===== src/rtl/elevator_ctrl.sv =====
// Multi-floor elevator controller: latches floor calls, serves them with a SCAN sweep,
// and sequences hoist travel and door open/dwell/close timing with one shared counter.
module elevator_ctrl #(
    parameter int unsigned N_FLOORS      = 8,
    parameter int unsigned FLOOR_W       = 3,
    parameter int unsigned TRAVEL_CYCLES = 4,
    parameter int unsigned DOOR_CYCLES   = 3,
    parameter int unsigned DWELL_CYCLES  = 8
) (
    input  logic                clk,
    input  logic                reset,
    input  logic [N_FLOORS-1:0] call_req,
    input  logic                door_obstruct,
    output logic                motor_up,
    output logic                motor_down,
    output logic                door_motor_open,
    output logic                door_motor_close,
    output logic [FLOOR_W-1:0]  current_floor,
    output logic                dir_up,
    output logic [N_FLOORS-1:0] pending
);

    localparam int unsigned CNT_MAX_TD = (TRAVEL_CYCLES > DOOR_CYCLES) ? TRAVEL_CYCLES : DOOR_CYCLES;
    localparam int unsigned CNT_MAX    = (CNT_MAX_TD > DWELL_CYCLES) ? CNT_MAX_TD : DWELL_CYCLES;
    localparam int unsigned CNT_W      = (CNT_MAX > 1) ? $clog2(CNT_MAX) : 1;

    localparam logic [FLOOR_W-1:0] TOP_FLOOR   = FLOOR_W'(N_FLOORS - 1);
    localparam logic [CNT_W-1:0]   TRAVEL_LAST = CNT_W'(TRAVEL_CYCLES - 1);
    localparam logic [CNT_W-1:0]   DOOR_LAST   = CNT_W'(DOOR_CYCLES - 1);
    localparam logic [CNT_W-1:0]   DWELL_LAST  = CNT_W'(DWELL_CYCLES - 1);

    typedef enum logic [2:0] {
        S_IDLE,
        S_MOVE_UP,
        S_MOVE_DOWN,
        S_OPENING,
        S_DWELL,
        S_CLOSING
    } state_t;

    state_t              r_state;
    logic [CNT_W-1:0]    r_cnt;
    logic [FLOOR_W-1:0]  r_floor;
    logic                r_dir_up;
    logic [N_FLOORS-1:0] r_pending;
    logic                r_motor_up;
    logic                r_motor_down;
    logic                r_door_open;
    logic                r_door_close;

    state_t              w_state_nxt;
    logic [CNT_W-1:0]    w_cnt_nxt;
    logic [FLOOR_W-1:0]  w_floor_nxt;
    logic                w_dir_nxt;
    logic [N_FLOORS-1:0] w_pending_nxt;
    logic [N_FLOORS-1:0] w_set;
    logic [N_FLOORS-1:0] w_eff;
    logic                w_above;
    logic                w_below;
    logic                w_door_busy;
    logic                w_hold;

    function automatic logic any_above(input logic [N_FLOORS-1:0] req, input logic [FLOOR_W-1:0] fl);
        logic r;
        r = 1'b0;
        for (int i = 0; i < int'(N_FLOORS); i++) begin
            if (i > int'(fl)) r = r | req[i];
        end
        return r;
    endfunction

    function automatic logic any_below(input logic [N_FLOORS-1:0] req, input logic [FLOOR_W-1:0] fl);
        logic r;
        r = 1'b0;
        for (int i = 0; i < int'(N_FLOORS); i++) begin
            if (i < int'(fl)) r = r | req[i];
        end
        return r;
    endfunction

    assign w_eff       = r_pending | call_req;
    assign w_above     = any_above(w_eff, r_floor);
    assign w_below     = any_below(w_eff, r_floor);
    assign w_door_busy = (r_state == S_OPENING) || (r_state == S_DWELL) || (r_state == S_CLOSING);
    assign w_hold      = door_obstruct | call_req[r_floor];

    // State register plus registered Moore outputs decoded from the next state.
    always_ff @(posedge clk) begin
        if (!reset) begin
            r_state      <= S_IDLE;
            r_cnt        <= '0;
            r_floor      <= '0;
            r_dir_up     <= 1'b1;
            r_pending    <= '0;
            r_motor_up   <= 1'b0;
            r_motor_down <= 1'b0;
            r_door_open  <= 1'b0;
            r_door_close <= 1'b0;
        end else begin
            r_state      <= w_state_nxt;
            r_cnt        <= w_cnt_nxt;
            r_floor      <= w_floor_nxt;
            r_dir_up     <= w_dir_nxt;
            r_pending    <= w_pending_nxt;
            r_motor_up   <= (w_state_nxt == S_MOVE_UP);
            r_motor_down <= (w_state_nxt == S_MOVE_DOWN);
            r_door_open  <= (w_state_nxt == S_OPENING);
            r_door_close <= (w_state_nxt == S_CLOSING);
        end
    end

    // Next-state, counter, floor, direction and request bookkeeping.
    always_comb begin
        w_state_nxt   = r_state;
        w_cnt_nxt     = r_cnt;
        w_floor_nxt   = r_floor;
        w_dir_nxt     = r_dir_up;
        w_set         = call_req;
        w_pending_nxt = r_pending;

        unique case (r_state)
            S_IDLE: begin
                w_cnt_nxt = '0;
                if (w_eff[r_floor]) begin
                    w_state_nxt = S_OPENING;
                end else if (w_above && (r_dir_up || !w_below)) begin
                    w_state_nxt = S_MOVE_UP;
                    w_dir_nxt   = 1'b1;
                end else if (w_below) begin
                    w_state_nxt = S_MOVE_DOWN;
                    w_dir_nxt   = 1'b0;
                end
            end
            S_MOVE_UP: begin
                if (r_floor == TOP_FLOOR) begin
                    w_state_nxt = S_IDLE;
                    w_cnt_nxt   = '0;
                end else if (r_cnt == TRAVEL_LAST) begin
                    w_cnt_nxt   = '0;
                    w_floor_nxt = r_floor + FLOOR_W'(1);
                    if (w_eff[w_floor_nxt])                    w_state_nxt = S_OPENING;
                    else if (!any_above(w_eff, w_floor_nxt))   w_state_nxt = S_IDLE;
                end else begin
                    w_cnt_nxt = r_cnt + CNT_W'(1);
                end
            end
            S_MOVE_DOWN: begin
                if (r_floor == '0) begin
                    w_state_nxt = S_IDLE;
                    w_cnt_nxt   = '0;
                end else if (r_cnt == TRAVEL_LAST) begin
                    w_cnt_nxt   = '0;
                    w_floor_nxt = r_floor - FLOOR_W'(1);
                    if (w_eff[w_floor_nxt])                    w_state_nxt = S_OPENING;
                    else if (!any_below(w_eff, w_floor_nxt))   w_state_nxt = S_IDLE;
                end else begin
                    w_cnt_nxt = r_cnt + CNT_W'(1);
                end
            end
            S_OPENING: begin
                if (r_cnt == DOOR_LAST) begin
                    w_state_nxt = S_DWELL;
                    w_cnt_nxt   = '0;
                end else begin
                    w_cnt_nxt = r_cnt + CNT_W'(1);
                end
            end
            S_DWELL: begin
                // A disturbance wins over expiry, so the door stays open.
                if (w_hold) begin
                    w_cnt_nxt = '0;
                end else if (r_cnt == DWELL_LAST) begin
                    w_state_nxt = S_CLOSING;
                    w_cnt_nxt   = '0;
                end else begin
                    w_cnt_nxt = r_cnt + CNT_W'(1);
                end
            end
            S_CLOSING: begin
                if (w_hold) begin
                    w_state_nxt = S_OPENING;
                    w_cnt_nxt   = '0;
                end else if (r_cnt == DOOR_LAST) begin
                    w_state_nxt = S_IDLE;
                    w_cnt_nxt   = '0;
                end else begin
                    w_cnt_nxt = r_cnt + CNT_W'(1);
                end
            end
            default: begin
                w_state_nxt = S_IDLE;
                w_cnt_nxt   = '0;
            end
        endcase

        // Calls at the floor whose door is active are absorbed; opening clears that floor.
        if (w_door_busy) w_set[r_floor] = 1'b0;
        w_pending_nxt = r_pending | w_set;
        if ((w_state_nxt == S_OPENING) && (r_state != S_OPENING)) w_pending_nxt[w_floor_nxt] = 1'b0;
    end

    assign motor_up         = r_motor_up;
    assign motor_down       = r_motor_down;
    assign door_motor_open  = r_door_open;
    assign door_motor_close = r_door_close;
    assign current_floor    = r_floor;
    assign dir_up           = r_dir_up;
    assign pending          = r_pending;

endmodule


===== config.mk =====
export PLATFORM = sky130hd
export DESIGN_NAME = elevator_ctrl
export DESIGN_NICKNAME = d
export VERILOG_FILES = /design/src/rtl/elevator_ctrl.sv
export SDC_FILE = /design/constraint.sdc
export NUM_CORES = 1
export LEC_CHECK = 0
export CORE_AREA = 5 5 75 77
export CTS_CLUSTER_DIAMETER = 150
export DETAILED_ROUTE_END_ITERATION = 16
export DIE_AREA = 0 0 80 82
export GPL_TIMING_DRIVEN = 0
export MAX_ROUTING_LAYER = met4
export PLACE_DENSITY = 0.66
export SLEW_MARGIN = 5
export SYNTH_ARGS = -nofsm -noshare
export SYNTH_HDL_FRONTEND = slang
export SYNTH_SLANG_ARGS = --single-unit

===== constraint.sdc =====
create_clock -name clk -period 7.3 [get_ports clk]
set_clock_uncertainty 0.1 [all_clocks]
set_input_delay 1.46 -clock clk [delete_from_list [all_inputs] [get_ports clk]]
set_output_delay 1.46 -clock clk [all_outputs]
set_load 0.005 [all_outputs]

==> results.sh <==
export IMPL_status="completed"
export IMPL_num_vias=2142
export IMPL_routed_wl_mm=6.23
export IMPL_fin_util=0.513
export IMPL_core_mm2=0.00494
export IMPL_insertion_delay_ns=0.26
export IMPL_power_leakage_nw=0.889
export IMPL_synth_edf_count=0
export IMPL_portBuffers=26
export IMPL_grt_pass1_wl_mm=10.4
export IMPL_rows=26
export IMPL_post_cts_buffers=0
export IMPL_seqPwrFrac=0.368
export IMPL_swShare=0.346
export IMPL_die_width_um=80
export IMPL_cts_buffers=3
export IMPL_fin_crit_ns=3.89
export IMPL_ant_nets=0
export IMPL_worst_path_largest_cell_delay_ns=0.53
export IMPL_hp_class="flip-flop to flip-flop"
export IMPL_nFillCells=505
export IMPL_hold_viol_final=0
export IMPL_synth_main_ff_cell="dfxtp_1"
export IMPL_worstSetupPathType="primary input to flip-flop"
export IMPL_synthArstFlopShare=0
export IMPL_yosysUniqueCellTypes=61
export IMPL_syn_inst=257
export IMPL_slowest_stage="clkdlybuf4s50_1"
export IMPL_cts_tree="done"
export IMPL_power_density_mw_per_mm2=148
export IMPL_dp_cells=353
export IMPL_dieArea_mm2=0.00656
export IMPL_finalSetupViolCount=0
export IMPL_cts_sinks=22
export IMPL_tns_ns=0
export IMPL_io_pins=27
export IMPL_cp_depth=8
export IMPL_gp_congestion=0.904
export IMPL_clk_path_buf_depth=2
export IMPL_fin_crit_sh=0.533
export IMPL_final_cell_mix="nor2_1, clkdlybuf4s50_1, dfxtp_1, o21ai_0, a21oi_1"
export IMPL_cts_clk_slew_worst_paths_ns=0.07
export IMPL_netSwitchingPower_w=0.000130
export IMPL_antenna_found_initial=0
export IMPL_synth_fp_nets=281
export IMPL_crit_path_cell_trace="clkdlybuf4s50_1, or2_0, mux4_2, mux2i_1, o2111ai_1, a211oi_2, nand2_2, nor3b_2"
export IMPL_vias_per_cell=6.00
export IMPL_rsz0062_at_grt="no"
export IMPL_grt_pass1_vias=1982
export IMPL_r2r_cells=9
export IMPL_pwr_share_clk=0.231
export IMPL_grt_util_all_layers=0.209
export IMPL_max_freq_mhz=257
export IMPL_slew_violations=0
export IMPL_cp_num_buf_inv=1
export IMPL_instances_no_fill=357
export IMPL_antenna_cells=0
export IMPL_dr_first_iter_drc_count=219
export IMPL_cts_resized_gates=0
export IMPL_cp_end_kind="flip-flop"
export IMPL_dr_pass1_iters=5
export IMPL_avgSynthCellArea_um2=8.30
export IMPL_overflow=0
export IMPL_route_detailed_drc=0
export IMPL_netlist_area_mm2=0.00213
export IMPL_floorplan_initialDensity=0.431
export IMPL_yosys_register_bits=22
export IMPL_cp_max_fo=9
export IMPL_final_common_cell="nor2_1"
export IMPL_combinationalPowerShare=0.401
export IMPL_cp_required_ns=7.40
export IMPL_tightest_slew_ns=0.769
export IMPL_hold_depth=1
export IMPL_dp_final_hpwl_mm=4.84
export IMPL_htreeDepth=1
export IMPL_die_y_um=82
export IMPL_dp_worst_setup_slack_ns=3.17
export IMPL_worst_ep_arrival_time_ns=3.99
export IMPL_cap_viol_max_count=0
export IMPL_wl_per_cell_um=17.5
export IMPL_nNetsFinal=312
export IMPL_grt_max_degree=13
export IMPL_ys_warn_count=0
export IMPL_root_buffer="clkbuf_8"
export IMPL_final_layout_size_suffix_gt1_frac=0.132
export IMPL_ys_seq_area_frac=0.206
export IMPL_area_growth_pct=18.9
export IMPL_power_internal_w=0.000246
export IMPL_start_kind="primary input"
export IMPL_cp_top_family="multiplexers"
export IMPL_cts_hold_buf=0
export IMPL_slew_headroom=0.484
export IMPL_vdd_ir_drop_max_uv=154
export IMPL_layout_setup_ws_ns=3.41
per-stage QoR:
| stage | instance area, um^2 | total power, W | hold WS, ns |
|---|---|---|---|
| floorplan | 2130 | 0.000241 | 0.355 |
| global placement | 2480 | 0.000290 | 0.384 |
| detailed placement | 2480 | 0.000289 | 0.383 |
| CTS | 2540 | 0.000378 | 0.394 |
| global route | 2540 | 0.000398 | 0.417 |
| finish | 2540 | 0.000376 | 0.391 |
synthesized netlist by cell type, types with 4 or more instances:
cell type  instances  area [um^2]
or2_1              7         43.8
a21oi_1           15         75.1
nand2_1           14         52.6
inv_1             13         48.8
nor2b_1            6         37.5
o21ai_0           20          100
ha_1              13          163
nor4_1             4         25.0
dfxtp_1           22          440
mux4_2             6          135
nor2_1            28          105
a21boi_0           7         52.6
nand3_1            6         30.0
o211ai_1           4         30.0
and2_1             5         31.3
a31oi_1           12         75.1
nor3_1             9         45.0
registers in the layout (all words and copies together), names as in the netlist:
register / count
current_floor: 3
pending: 8
door_motor_close: 1
r_cnt: 3
motor_up: 1
motor_down: 1
door_motor_open: 1
dir_up: 1
r_state: 3
final timing paths:
check / start / endpoint / slack [ns]
worst min-delay path: r_cnt[0] / r_cnt[0] / 0.39
worst max-delay path: call_req[4] / motor_up / 3.41
worst max register to register: current_floor[0] / motor_up / 4.24
worst min register to register: r_cnt[0] / r_cnt[0] / 0.39
worst register-to-register path, cell delays in order, from the launching register on:
cell and delay [ns]:
dfxtp_1 0.64, inv_2 0.19, ha_1 0.35, clkbuf_8 0.17
mux4_2 0.31, mux2i_1 0.26, o2111ai_1 0.24, a211oi_2 0.35
nand2_2 0.20, nor3b_2 0.20
cells by family after synthesis:
family / synth area share
xor+xnor: 0.0123
compound gates: 0.306
simple gates: 0.248
flops: 0.206
buf+inv: 0.0721
fa+ha+maj: 0.0762
mux: 0.0798
layout make-up:
class | count | area [um^2] | area share
Tap cell | 70 | 87.6 | 0.0345
Timing Repair Buffer | 26 | 260 | 0.103
Clock buffer | 4 | 55.1 | 0.0217
Inverter | 14 | 52.6 | 0.0207
Sequential cell | 22 | 440 | 0.174
Buffer | 12 | 101 | 0.0400
Multi-Input combinational cell | 209 | 1540 | 0.607
metal layers:
metal / share of wire / vias up / track usage
met4: 0.021 / 0 / 0.0659
met3: 0.051 / 13 / 0.00877
met1: 0.48 / 1009 / 0.297
li1: - / 1027 / -
met2: 0.45 / 93 / 0.321
met5: 0 / - / -
power groups by stage:
stage	sequential [W]	combinational, W	clock, W
2_1_floorplan	0.000139	0.000102	0
3_3_place_gp	0.000141	0.000148	0
3_5_place_dp	0.000141	0.000148	0
4_1_cts	0.000138	0.000149	0.0000897
5_1_grt	0.000140	0.000163	0.0000948
6_report	0.000138	0.000151	0.0000868
Note: power is estimated with default switching activity, not from simulation.
